<file path="src/rtl/ula_arb_pkg.sv">
// Shared constants for the two-port ALU arbiter: data width, ALU op codes
// and the controller state encoding.
package ula_arb_pkg;

    localparam int DATA_W = 8;

    localparam logic [2:0] OP_AND = 3'b000;
    localparam logic [2:0] OP_OR  = 3'b001;
    localparam logic [2:0] OP_ADD = 3'b010;
    localparam logic [2:0] OP_NOR = 3'b011;
    localparam logic [2:0] OP_SUB = 3'b110;
    localparam logic [2:0] OP_SLT = 3'b111;

    localparam logic [1:0] ST_IDLE = 2'd0;
    localparam logic [1:0] ST_EXEC = 2'd1;
    localparam logic [1:0] ST_RESP = 2'd2;

endpackage

</file>
<file path="src/rtl/ula_arb_ula.sv">
// Purely combinational 8-bit ALU; the single instance is shared by both
// arbiter ports.
module ula_arb_ula
    import ula_arb_pkg::*;
(
    input  logic [2:0]        i_op,
    input  logic [DATA_W-1:0] i_a,
    input  logic [DATA_W-1:0] i_b,
    output logic [DATA_W-1:0] o_result,
    output logic              o_zero
);

    always_comb begin
        // NOTE: default assignment first so no path through the case leaves o_result unassigned (no latch).
        o_result = '0;
        case (i_op)
            OP_AND:  o_result = i_a & i_b;
            OP_OR:   o_result = i_a | i_b;
            OP_ADD:  o_result = i_a + i_b;
            OP_NOR:  o_result = ~(i_a | i_b);
            OP_SUB:  o_result = i_a + ~i_b + DATA_W'(1);
            OP_SLT:  o_result = {{(DATA_W-1){1'b0}}, (i_a < i_b)};
            default: o_result = '0;  // 100 and 101 are reserved and return zero
        endcase
    end

    assign o_zero = (o_result == '0);

endmodule

</file>
<file path="src/rtl/ula_arb.sv">
// Two-port front end for one shared ALU: grants one request at a time,
// executes it for one cycle and holds the response until it is consumed.
module ula_arb
    import ula_arb_pkg::*;
#(
    parameter bit FAIR = 1'b1
) (
    input  logic              clk,
    input  logic              rst_n,

    input  logic              req0_valid,
    output logic              req0_ready,
    input  logic [2:0]        req0_op,
    input  logic [DATA_W-1:0] req0_a,
    input  logic [DATA_W-1:0] req0_b,
    output logic              rsp0_valid,
    input  logic              rsp0_ready,
    output logic [DATA_W-1:0] rsp0_result,
    output logic              rsp0_zero,

    input  logic              req1_valid,
    output logic              req1_ready,
    input  logic [2:0]        req1_op,
    input  logic [DATA_W-1:0] req1_a,
    input  logic [DATA_W-1:0] req1_b,
    output logic              rsp1_valid,
    input  logic              rsp1_ready,
    output logic [DATA_W-1:0] rsp1_result,
    output logic              rsp1_zero,

    output logic              busy
);

    logic [1:0]        r_state;
    logic [2:0]        r_op;
    logic [DATA_W-1:0] r_a;
    logic [DATA_W-1:0] r_b;
    logic [DATA_W-1:0] r_result;
    logic              r_zero;
    logic              r_gnt;
    logic              r_ptr;

    logic              w_idle;
    logic              w_resp;
    logic              w_gnt;
    logic              w_accept;
    logic              w_rsp_ready;
    logic [DATA_W-1:0] w_alu_result;
    logic              w_alu_zero;

    assign w_idle = (r_state == ST_IDLE);
    assign w_resp = (r_state == ST_RESP);

    // A lone requester always wins; contention goes to the pointer or to port 0.
    assign w_gnt = (req0_valid && req1_valid) ? (FAIR ? r_ptr : 1'b0) : req1_valid;

    assign req0_ready  = w_idle & req0_valid & ~w_gnt;
    assign req1_ready  = w_idle & req1_valid &  w_gnt;
    assign w_accept    = (req0_valid & req0_ready) | (req1_valid & req1_ready);
    assign w_rsp_ready = r_gnt ? rsp1_ready : rsp0_ready;

    ula_arb_ula u_ula (
        .i_op     (r_op),
        .i_a      (r_a),
        .i_b      (r_b),
        .o_result (w_alu_result),
        .o_zero   (w_alu_zero)
    );

    always_ff @(posedge clk or negedge rst_n) begin
        if (!rst_n) begin
            r_state  <= ST_IDLE;
            r_op     <= '0;
            r_a      <= '0;
            r_b      <= '0;
            r_result <= '0;
            r_zero   <= 1'b0;
            r_gnt    <= 1'b0;
            r_ptr    <= 1'b0;
        end else begin
            // NOTE: non-blocking assignments so every register samples pre-edge values.
            case (r_state)
                ST_IDLE: begin
                    if (w_accept) begin
                        r_op    <= w_gnt ? req1_op : req0_op;
                        r_a     <= w_gnt ? req1_a  : req0_a;
                        r_b     <= w_gnt ? req1_b  : req0_b;
                        r_gnt   <= w_gnt;
                        r_state <= ST_EXEC;
                    end
                end
                ST_EXEC: begin
                    r_result <= w_alu_result;
                    r_zero   <= w_alu_zero;
                    r_state  <= ST_RESP;
                end
                ST_RESP: begin
                    if (w_rsp_ready) begin
                        r_state <= ST_IDLE;
                        if (FAIR) r_ptr <= ~r_gnt;
                    end
                end
                default: r_state <= ST_IDLE;
            endcase
        end
    end

    assign rsp0_valid  = w_resp & ~r_gnt;
    assign rsp1_valid  = w_resp &  r_gnt;
    assign rsp0_result = rsp0_valid ? r_result : '0;
    assign rsp1_result = rsp1_valid ? r_result : '0;
    assign rsp0_zero   = rsp0_valid & r_zero;
    assign rsp1_zero   = rsp1_valid & r_zero;
    assign busy        = ~w_idle;

endmodule

</file>
<file path="config.mk">
export PLATFORM = sky130hd
export DESIGN_NAME = ula_arb
export DESIGN_NICKNAME = d
export VERILOG_FILES = /design/src/rtl/ula_arb_pkg.sv /design/src/rtl/ula_arb_ula.sv /design/src/rtl/ula_arb.sv
export SDC_FILE = /design/constraint.sdc
export NUM_CORES = 1
export LEC_CHECK = 0
export BUFFER_PORTS_ARGS = -buffer_cell sky130_fd_sc_hd__buf_2
export CAP_MARGIN = 20
export CORE_MARGIN = 4
export CORE_UTILIZATION = 58
export DETAILED_ROUTE_END_ITERATION = 6
export PLACE_DENSITY_LB_ADDON = 0.3
export SLEW_MARGIN = 10
export SYNTH_ARGS = -nofsm -noshare
export SYNTH_HDL_FRONTEND = slang
export SYNTH_SLANG_ARGS = --single-unit
</file>
<file path="constraint.sdc">
create_clock -name clk -period 3.85 [get_ports clk]
set_clock_uncertainty 0.05 [all_clocks]
set_input_delay 0.385 -clock clk [delete_from_list [all_inputs] [get_ports clk]]
set_output_delay 0.385 -clock clk [all_outputs]
set_load 0.005 [all_outputs]
</file>
Word level (Yosys, flattened, before mapping)
Index checks and enable logic that the tools add are counted.
{"block": "word_totals", "out_inout_bits": 23, "wordCells": 57, "in_bits": 44, "ff_bits": 32}
{"block": "classes", "reduce_logical": 7, "bitwise": 18, "n_mux": 11, "magnitude_cmp": 1, "n_addsub": 3, "eq_ne": 9}
{"op": "$pmux 8 s6", "n": 1}
{"op": "$mux 8", "n": 4}
{"op": "$add 8x8->8", "n": 2}
{"op": "$not 8->8", "n": 2}
{"op": "$and 1x1->1", "n": 10}
{"op": "$add 8x1->8 const B", "n": 1}
{"op": "$and 8x8->8", "n": 1}
{"op": "$logic_not 8->1", "n": 1}
{"op": "$lt 8x8->1", "n": 1}
{"op": "$or 8x8->8", "n": 1}
{"op": "$eq 3x2->1 const B", "n": 2}
{"op": "$eq 3x3->1 const B", "n": 2}
{"op": "$pmux 2 s3", "n": 1}
{"op": "$reduce_and 2->1", "n": 3}
{"op": "$mux 2", "n": 2}
{"op": "$ne 2x1->1 const B", "n": 2}
{"op": "$eq 3x1->1 const B", "n": 1}
{"op": "$logic_not 3->1", "n": 1}
{"op": "$mux 3", "n": 1}
{"op": "$not 1->1", "n": 3}
{"op": "$eq 2x1->1 const B", "n": 1}
{"op": "$eq 2x2->1 const B", "n": 1}
{"op": "$logic_not 2->1", "n": 1}
{"op": "$mux 1", "n": 2}
{"op": "other kinds (2)", "n": 2}

Depth between registers and ports, before layout
Gate-level depths: netlist of run 1.
{"block": "depth", "ltp_word": 8, "ltp_mapped": 11, "depth_no_buf": 11}

By module
A second synthesis of run 1 with hierarchy kept.
{"block": "unflattened", "hier_cells": 365, "area_unflattened_um2": 3069.2}
{"mod": "ula_arb", "area_each_um2": 1700.4, "seq_area_each_um2": 800.8, "instances": 1, "cells_each": 173}
{"mod": "ula_arb_ula", "area_each_um2": 1368.8, "seq_area_each_um2": 0.0, "instances": 1, "cells_each": 192}

Worst setup path after synthesis of run 1
OpenSTA, ideal clock, no wires.
{"block": "synth_path", "path_type": "register -> register", "start": "register r_a[0]", "end": "register r_result[6]", "n_path_buf": 0, "stages_incl_launch_ff": 11, "setup_ns": 0.125, "setup_slack_ns": 1.389, "required_time_ns": 3.675, "arrival_time_ns": 2.287, "synth_period_minus_slack_ns": 2.461, "cell_sequence": "dfrtp_1 -> inv_1 -> ha_1 -> inv_1 -> fa_1 -> nor3b_1 -> a211o_1 -> a221oi_2 -> o32ai_1 -> o31a_1 -> mux2_2"}
{"block": "synth_via", "elab_chain_len": 3, "elab_cells_between_ends": 4, "classes_between": "add/sub: 3; mux: 1"}
{"item": "from (decl)", "line": "ula_arb.sv:36", "text": "logic [DATA_W-1:0] r_a;"}
{"item": "from (signal assigned)", "line": "ula_arb.sv:86", "text": "r_a <= w_gnt ? req1_a : req0_a;"}
{"item": "$add 8x8->8", "line": "ula_arb_ula.sv:21", "text": "OP_SUB: o_result = i_a + ~i_b + DATA_W'(1);"}
{"item": "$add 8x1->8", "line": "ula_arb_ula.sv:21"}
{"item": "$pmux 8 s6 *", "line": "ula_arb_ula.sv:16", "text": "case (i_op)"}
{"item": "to (signal assigned)", "line": "ula_arb.sv:93", "text": "r_result <= w_alu_result;"}
{"item": "to (decl)", "line": "ula_arb.sv:38", "text": "logic [DATA_W-1:0] r_result;"}
Mark *: on every way between the ends. The rest lies on a longest branch, timed or not.
A chain may end at the register's enable or synchronous reset.

Worst setup path after layout of run 1
Same ends and word-level chain as after synthesis.

==> impl_metrics.py, run 1 <==
metrics = {
    "outcome": {
        "status": "finished clean",
    },
    "critical_path": {
        "cp-start-kind": "register",
        "cp_slowest_cell": "dfrtp_1",
        "crit_chain": "inv_1, ha_1, inv_1, fa_1, nor3b_1, a211o_1, a221oi_2, o32ai_1, o31a_1, mux2_2",
        "cp_max_fo": 3,
        "crit_type": "reg2reg",
        "worstPathRequired_ns": 3.96,
        "cp_common_cell": "inv_1",
        "crit_path_end_kind": "register",
        "slowest_delay_ns": 0.41,
        "path_buf_inv": 2,
        "cp_top_family": "compound AO/OA/AOI/OAI gates",
        "critPathArrivalTime_ns": 2.78,
    },
    "clock_network": {
        "cts.htree.levels": 2,
        "worstSkewPairLatency_ns": 0.28,
        "cts_sinks": 32,
        "cts_buffers": 5,
        "cts_tree": "yes",
        "hold_buffers": 0,
        "root_buffer": "clkbuf_8",
        "postCtsSetupBuffers": 0,
        "clock_path_buffers": 2,
        "clk_pin_slew_ns": 0.07,
        "cts_resized": 0,
    },
    "timing": {
        "clock.fmax_mhz": 374.6,
        "max_slew_margin_pct": 52.84,
        "finalSetupViolations": 0,
        "setup_ws_ns": 1.180,
        "tightest_slew_ns": 0.7074,
        "fin_setup_tns_ns": 0,
        "drv_slew": 0,
        "finalHoldViolations": 0,
        "min_period_ns": 2.670,
        "finalCritPeriodShare_pct": 69.34,
        "rsz0062_at_grt": "false",
    },
    "drt": {
        "route.detailed.drc": 0,
        "wirelength_um": 5829,
        "vias": 2303,
        "drtIter0Drc": 76,
        "routedWlPerCell_um": 13.98,
        "drtAntennaViolNets": 0,
        "drtPass1Iterations": 4,
        "via_per_inst": 5.523,
    },
    "placed_design": {
        "post_dp_cell_area_um2": 2987,
        "gp_congestion": 0.9253,
        "place_ws_ns": 1.222,
        "hpwl_um": 4605,
        "portBuffers": 66,
    },
    "final_layout": {
        "most-common-layout-cells": "buf_2, nand2_1, o21ai_0, dfrtp_1, inv_1",
        "seq_area_um2": 800.8,
        "final_common_cell": "buf_2",
        "drive_gt1_share_pct": 23.29,
        "final_area_um2": 3079,
        "synthToLayoutAreaGrowth_pct": 16.25,
        "diodes": 0,
        "nFillCells": 369,
        "nets": 437,
        "multi_input_area_um2": 1667,
    },
    "die": {
        "die_w_um": 75.58,
        "initial_core_util_pct": 60.42,
        "core_area_um2": 4384,
        "die_area_um2": 5712,
        "ios": 67,
        "fp-row-count": 24,
        "die_y_um": 75.58,
    },
    "grt": {
        "grt_pass1_wl_um": 9901,
        "grt_usage_pct": 22.51,
        "overflow": 0,
        "antenna_found_initial": 0,
        "grt_max_degree": 40,
        "grt_pass1_vias": 2200,
    },
    "synthesis": {
        "netlist_area_um2": 2649,
        "ys_seq_elements": 32,
        "synth-seq-area-share_pct": 30.23,
        "synth_edf_count": 0,
        "syn_inst": 305,
        "async_flop_share_pct": 100.0,
        "synthTopCellsByArea": "dfrtp_1, ha_1, mux2i_1",
        "ys.flop_type": "dfrtp_1",
        "synth_top_cell_by_area": "dfrtp_1",
        "netlist.area_leader.share_pct": 30.23,
        "avgSynthCellArea_um2": 8.685,
        "syn_nets": 378,
        "synth_cell_types": 44,
        "ys_warn_count": 0,
    },
    "power_and_ir_drop": {
        "peakVddDrop_mv": 0.5556,
        "power_leakage_uw": 0.001667,
        "p_per_area_nw_per_um2": 849.2,
    },
    "hold_path": {
        "worstHoldPathType": "in2async",
    },
    "job": {
        "cap_violations": 0,
    },
}
-- state kept, by name, summed over array words and instances (netlist names) --
signal    cells
r_a           8
r_b           8
r_gnt         1
r_op          3
r_ptr         1
r_result      8
r_state       2
r_zero        1
-- cells in the mapped netlist (2+ instances only) --
| cell type | count |
|---|---|
| mux2i_1 | 22 |
| o31ai_1 | 2 |
| clkbuf_1 | 10 |
| nor4_1 | 2 |
| nor2_1 | 14 |
| a22oi_1 | 5 |
| a21oi_1 | 7 |
| xnor2_1 | 10 |
| nor2b_1 | 4 |
| buf_2 | 3 |
| fa_1 | 2 |
| a221oi_2 | 2 |
| a22o_1 | 4 |
| nand2_1 | 38 |
| buf_4 | 2 |
| ha_1 | 27 |
| a221oi_1 | 2 |
| nand4_1 | 2 |
| and3_1 | 9 |
| mux2_2 | 4 |
| a21o_1 | 5 |
| and2_1 | 9 |
| nor3_1 | 2 |
| a211o_1 | 2 |
| o21ai_0 | 32 |
| o221ai_1 | 2 |
| xor2_1 | 2 |
| nand2b_1 | 3 |
| a31oi_1 | 2 |
| o32ai_1 | 2 |
| inv_1 | 29 |
| dfrtp_1 | 32 |
-- area by class of cell --
| cell class | count | share of cell area, % |
|---|---|---|
| clock buffers | 6 | 2.682 |
| flip-flops and latches | 32 | 26.01 |
| inverters | 29 | 3.535 |
| multi-input cells | 228 | 54.12 |
| repair buffers | 68 | 11.21 |
| well taps | 52 | 2.113 |
| clock inverters | 2 | 0.3251 |
-- cell families after synthesis --
kind of cell | count (synthesis) | share of synthesized area, %
DFF | 32 | 30.23
and+or+nand+nor | 85 | 15.21
adders and majority gates | 29 | 14.27
buffers and inverters | 45 | 7.085
xor gates and xnor gates | 12 | 3.968
muxes | 26 | 10.01
AOI/OAI and AO/OA | 76 | 19.23
-- report_power, final --
part           total [uW]  leakage, uW  switching, uW  internal, uW
clock network         269    0.0000510            126           143
logic                1630      0.00122            915           717
registers             714     0.000396            223           492
-- stage by stage --
stage                     power [uW]  hold WS, ns  cells  utilization (%)
after floorplan                 1975      0.03941    305                -
after global placement          2290       0.4146    409            68.12
after detailed placement        2343       0.4285    409            68.12
after CTS                       2619       0.1279    417            70.23
after global routing            2883       0.1653    417            70.23
final                           2615       0.1002    417            70.23
-- per-layer routing --
metal  wire length (um)  share of wire, %  up-vias  GRT usage, %
met1               2604                45     1059         28.31
met5                  0                 0        -             0
met3                322               5.5        8         4.617
li1                   -                 -     1173             -
met4                 59               1.0        0         5.825
met2               2843                49       63         39.41
-- final timing paths --
path                                   from           to  slack, ns  cells after the start
min in group clk                  req1_b[5]       r_b[5]       0.34                      3
worst max-delay path                 r_a[0]  r_result[6]       1.18                     10
worst min register to register  r_result[5]  r_result[5]       0.44                      1
max in group asynchronous             rst_n  r_result[0]       3.21                      1
worst max register to register       r_a[0]  r_result[6]       1.18                     10
worst min-delay path                  rst_n        r_ptr       0.10                      1
Power figures use the tool's default switching activity.
==> inputs of run 2 (changes only) <==
- CORE_UTILIZATION: 58 -> 49
- clock period: 3.85 -> 2.3 ns (I/O delays scaled with it)
==> impl_metrics.py, run 2 (same netlist as run 1, synthesis figures left out) <==
metrics = {
    "outcome": {
        "status": "complete, but fails checks",
        "violations": "setup timing",
    },
    "timing": {
        "max_slew_margin_pct": 51.48,
        "hold_ws_ns": 0.1718,
        "finalHoldViolations": 0,
        "finalSetupViolations": 3,
        "tightest_slew_ns": 0.7278,
        "rsz0062_at_grt": "true",
        "clock.fmax_mhz": 398.2,
        "min_period_ns": 2.511,
        "drv_slew": 0,
        "finalCritPeriodShare_pct": 109.2,
        "setup_ws_ns": -0.2110,
    },
    "die": {
        "die_area_um2": 6646,
        "core_area_um2": 5172,
        "die_w_um": 81.53,
        "ios": 67,
        "fp-row-count": 26,
        "die_y_um": 81.53,
        "initial_core_util_pct": 51.21,
    },
    "clock_network": {
        "worstSkewPairLatency_ns": 0.29,
        "cts_tree": "yes",
        "root_buffer": "clkbuf_8",
        "cts_sinks": 32,
        "cts.htree.levels": 2,
        "cts_buffers": 5,
        "clock_path_buffers": 2,
        "clk_pin_slew_ns": 0.08,
    },
    "drt": {
        "drtAntennaViolNets": 0,
        "drtIter0Drc": 124,
        "routedWlPerCell_um": 13.68,
        "wirelength_um": 6336,
        "drtPass1Iterations": 4,
        "vias": 2442,
        "route.detailed.drc": 0,
        "via_per_inst": 5.274,
    },
    "critical_path": {
        "critPathArrivalTime_ns": 2.64,
        "crit_path_end_kind": "register",
        "worstPathRequired_ns": 2.43,
        "cp_max_fo": 2,
        "crit_type": "reg2reg",
        "cp-start-kind": "register",
    },
    "power_and_ir_drop": {
        "power_leakage_uw": 0.001820,
        "clock_power_share_pct": 10.3,
        "seqPwrFrac_pct": 20.6,
        "switchingPower_uw": 2458,
        "p_int_uw": 2911,
        "peakVddDrop_mv": 0.8403,
        "swShare_pct": 45.78,
        "combPwrFrac_pct": 69.1,
        "p_per_area_nw_per_um2": 1542,
    },
    "placed_design": {
        "place_ws_ns": -0.2359,
        "portBuffers": 66,
        "dp.cells": 450,
        "gp_congestion": 0.8787,
        "hpwl_um": 4760,
    },
    "final_layout": {
        "most-common-layout-cells": "buf_2, nand2_1, o21ai_0, dfrtp_1, buf_4",
        "diodes": 0,
        "largestRegisters": "r_a x8, r_b x8, r_result x8",
        "instances_no_fill": 463,
        "final_common_cell": "buf_2",
        "utilization_pct": 67.30,
        "synthToLayoutAreaGrowth_pct": 31.41,
        "nets": 465,
        "drive_gt1_share_pct": 35.11,
    },
    "grt": {
        "antenna_found_initial": 0,
        "overflow": 0,
        "grt_max_degree": 40,
        "grt_usage_pct": 19.94,
        "grt_pass1_vias": 2241,
        "grt_pass1_wl_um": 10390,
    },
    "hold_path": {
        "worstHoldPathType": "in2reg",
    },
    "job": {
        "cap_violations": 0,
    },
}
==> run 2: layout make-up <==
| cell class | count | area [um^2] |
|---|---|---|
| sequential | 32 | 803.3 |
| inverter | 29 | 108.9 |
| tap | 70 | 87.58 |
| clock buffer | 5 | 68.82 |
| fill | 443 | 1692 |
| multi-input combinational | 228 | 1808 |
| clock inverter | 3 | 42.54 |
| timing repair buffer | 96 | 561.8 |
==> run 2: power by group through the flow <==
stage / combinational, uW / clock (uW) / sequential, uW
2_1_floorplan: 2280 / 0 / 1030
3_3_place_gp: 3090 / 0 / 1080
3_5_place_dp: 3150 / 0 / 1100
4_1_cts: 3290 / 567 / 1100
5_1_grt: 4120 / 590 / 1150
6_report: 3710 / 552 / 1110
==> run 2: critical path, stage by stage, from the launching register on <==
cell and delay, ns:
dfrtp_1 0.39, inv_2 0.08, ha_4 0.13, inv_2 0.03, fa_2 0.32, nor3b_2 0.16
a211o_1 0.27, a221oi_2 0.30, o32ai_2 0.11, o31a_1 0.28, mux2_2 0.27
==> run 2: worst paths after layout <==
check | start | cells past startpoint | to | slack [ns]
max in group asynchronous | rst_n | 2 | r_b[0] | 1.21
worst min-delay path | req1_b[3] | 3 | r_b[3] | 0.17
worst max register to register | r_a[0] | 10 | r_result[6] | -0.21
worst max-delay path | r_a[0] | 10 | r_result[6] | -0.21
min in group asynchronous | rst_n | 2 | r_a[4] | 0.49
worst min register to register | r_result[5] | 1 | r_result[5] | 0.44
==> run 2: metrics by stage <==
stage	total power [uW]	area (um^2)	setup TNS, ns
after global routing	5864	3481	-0.8058
after global placement	4171	3187	-0.3132
after CTS	4955	3351	-0.2949
after floorplan	3310	2654	-0.1081
after detailed placement	4248	3187	-0.4561
final	5369	3481	-0.3790
==> run 2: repair_timing <==
action,CTS,global route
pin swaps,6,18
hold endpoints to repair,32,0
endpoints found under the setup margin,3,5
buffers inserted,2,3
resized for setup,5,27
hold buffers,1,0
==> run 2: metal layers <==
metal | up-vias | wire length, um | GRT usage (%)
li1 | 1228 | - | -
met1 | 1118 | 2816 | 26.29
met2 | 86 | 2958 | 33.06
met3 | 10 | 433 | 3.618
met4 | 0 | 127 | 6.250
met5 | - | 0 | 0
==> inputs of run 3 (changes only) <==
- PLACE_DENSITY: not set -> 0.77
- PLACE_DENSITY_LB_ADDON: 0.3 -> not set
==> impl_metrics.py, run 3 (same netlist as run 1, synthesis figures left out) <==
metrics = {
    "critical_path": {
        "crit_chain": "inv_2, ha_4, inv_1, fa_2, nor3b_1, a211o_1, a221oi_4, o32ai_2, o31a_1, mux2_2",
        "crit_cells": 10,
        "crit_type": "reg2reg",
        "worstSetupStartpoint": "r_a[0]",
        "r2r_cells": 10,
        "crit_path_end_kind": "register",
        "cp-start-kind": "register",
        "critPathArrivalTime_ns": 2.64,
        "cp_slowest_cell": "dfrtp_1",
        "reg2reg_setup_slack_ns": -0.23,
        "path_buf_inv": 2,
        "cp_top_family": "compound AO/OA/AOI/OAI gates",
        "cp_max_fo": 2,
        "r2r_start": "r_a[0]",
        "worstPathRequired_ns": 2.41,
        "crit_end": "r_result[6]",
        "r2r-end": "r_result[6]",
        "slowest_delay_ns": 0.39,
    },
    "drt": {
        "met1_length_um": 2916,
        "vias": 2399,
        "route.detailed.drc": 0,
        "drtIter0Drc": 137,
        "routed.top_layer": "met4",
        "met3_length_um": 350,
        "via_per_inst": 5.126,
        "drtPass1Iterations": 4,
        "drtAntennaViolNets": 0,
        "wl_met2_um": 3095,
        "routedWlPerCell_um": 13.71,
        "wirelength_um": 6414,
    },
    "timing": {
        "max_slew_margin_pct": 51.68,
        "rsz0062_at_grt": "true",
        "drv_slew": 0,
        "clock.fmax_mhz": 395.4,
        "setup_ws_ns": -0.2290,
        "min_period_ns": 2.529,
        "finalCritPeriodShare_pct": 110.0,
        "tightest_slew_ns": 0.7248,
        "finalSetupViolations": 2,
        "finalHoldViolations": 0,
    },
    "grt": {
        "grt_max_degree": 40,
        "grt_usage_pct": 20.58,
        "antenna_found_initial": 0,
        "overflow": 0,
        "grt_pass1_wl_um": 10720,
        "grt_pass1_vias": 2292,
    },
    "final_layout": {
        "most-common-layout-cells": "buf_2, nand2_1, buf_4",
        "synthToLayoutAreaGrowth_pct": 32.26,
        "final_common_cell": "buf_2",
        "diodes": 0,
        "final_area_um2": 3503,
        "nets": 471,
        "drive_gt1_share_pct": 34.67,
        "largestRegisters": "r_a x8, r_b x8, r_result x8",
    },
    "die": {
        "die_area_um2": 6646,
        "ios": 67,
        "initial_core_util_pct": 51.21,
        "die_y_um": 81.53,
        "die_w_um": 81.53,
        "fp-row-count": 26,
        "core_area_um2": 5172,
    },
    "clock_network": {
        "root_buffer": "clkbuf_8",
        "clk_pin_slew_ns": 0.07,
        "clock_path_buffers": 2,
        "worstSkewPairLatency_ns": 0.28,
        "cts_buffers": 5,
        "cts_tree": "yes",
        "cts_sinks": 32,
        "cts.htree.levels": 2,
    },
    "power_and_ir_drop": {
        "peakVddDrop_mv": 0.7840,
        "p_total_uw": 5347,
        "power_leakage_uw": 0.001837,
        "p_per_area_nw_per_um2": 1526,
    },
    "placed_design": {
        "post_dp_cell_area_um2": 3232,
        "gp_congestion": 0.8781,
        "portBuffers": 66,
        "hpwl_um": 4957,
    },
    "hold_path": {
        "worstHoldPathType": "in2reg",
    },
    "outcome": {
        "status": "complete, but fails checks",
        "violations": "setup timing",
    },
    "job": {
        "cap_violations": 0,
    },
}
==> run 3: routing by layer <==
metal  track usage [%]  vias to the layer above
met3             3.070                        6
met4             5.743                        0
li1                  -                     1240
met5                 0                        -
met2             34.45                       68
met1             27.59                     1085
==> run 3: how the worst min path moves through the flow <==
stage               slack [ns]     end  cells after the start      start
floorplan                -0.12  r_a[0]                      0      rst_n
global placement          0.27  r_a[2]                      1      rst_n
detailed placement        0.28  r_a[2]                      1      rst_n
CTS                       0.18  r_a[6]                      3  req1_a[6]
global route              0.18  r_a[6]                      3  req1_a[6]
finish                    0.18  r_a[6]                      3  req1_a[6]
==> run 3: cell type report <==
| class | instances | area, um^2 |
|---|---|---|
| multi-input combinational | 228 | 1805 |
| sequential | 32 | 802.0 |
| fill | 436 | 1669 |
| clock buffer | 7 | 96.34 |
| tap | 70 | 87.58 |
| inverter | 29 | 108.9 |
| timing repair buffer | 102 | 603.1 |
==> run 3: repair_timing <==
item / 4_1_cts / 5_1_grt
hold endpoints to repair: 32 / 0
setup endpoints to repair: 3 / 4
setup buffers: 2 / 2
resized for setup: 7 / 20
hold buffers: 1 / 0
pin swaps: 6 / 14
==> run 3: tightest hold or removal path, stage by stage <==
cell and delay, ns:
buf_2 0.07, mux2i_1 0.05, o21ai_0 0.13
==> run 3: power by group <==
| part | internal (uW) | switching (uW) |
|---|---|---|
| sequential | 827 | 224 |
| combinational | 1810 | 2010 |
| clock | 266 | 204 |
==> run 3: through the flow <==
stage               worst slack [ns]  std cells  hold WS [ns]  TNS (ns)  utilization (%)
global route                 -0.3203        468        0.1813   -0.7480            67.73
finish                       -0.2290        468        0.1837   -0.3952            67.73
floorplan                    -0.1081        305       -0.1156   -0.1081                -
global placement             -0.1876        456        0.2690   -0.3694            62.48
detailed placement           -0.2432        456        0.2796   -0.4794            62.48
CTS                          -0.1712        466        0.1772   -0.3113            65.26
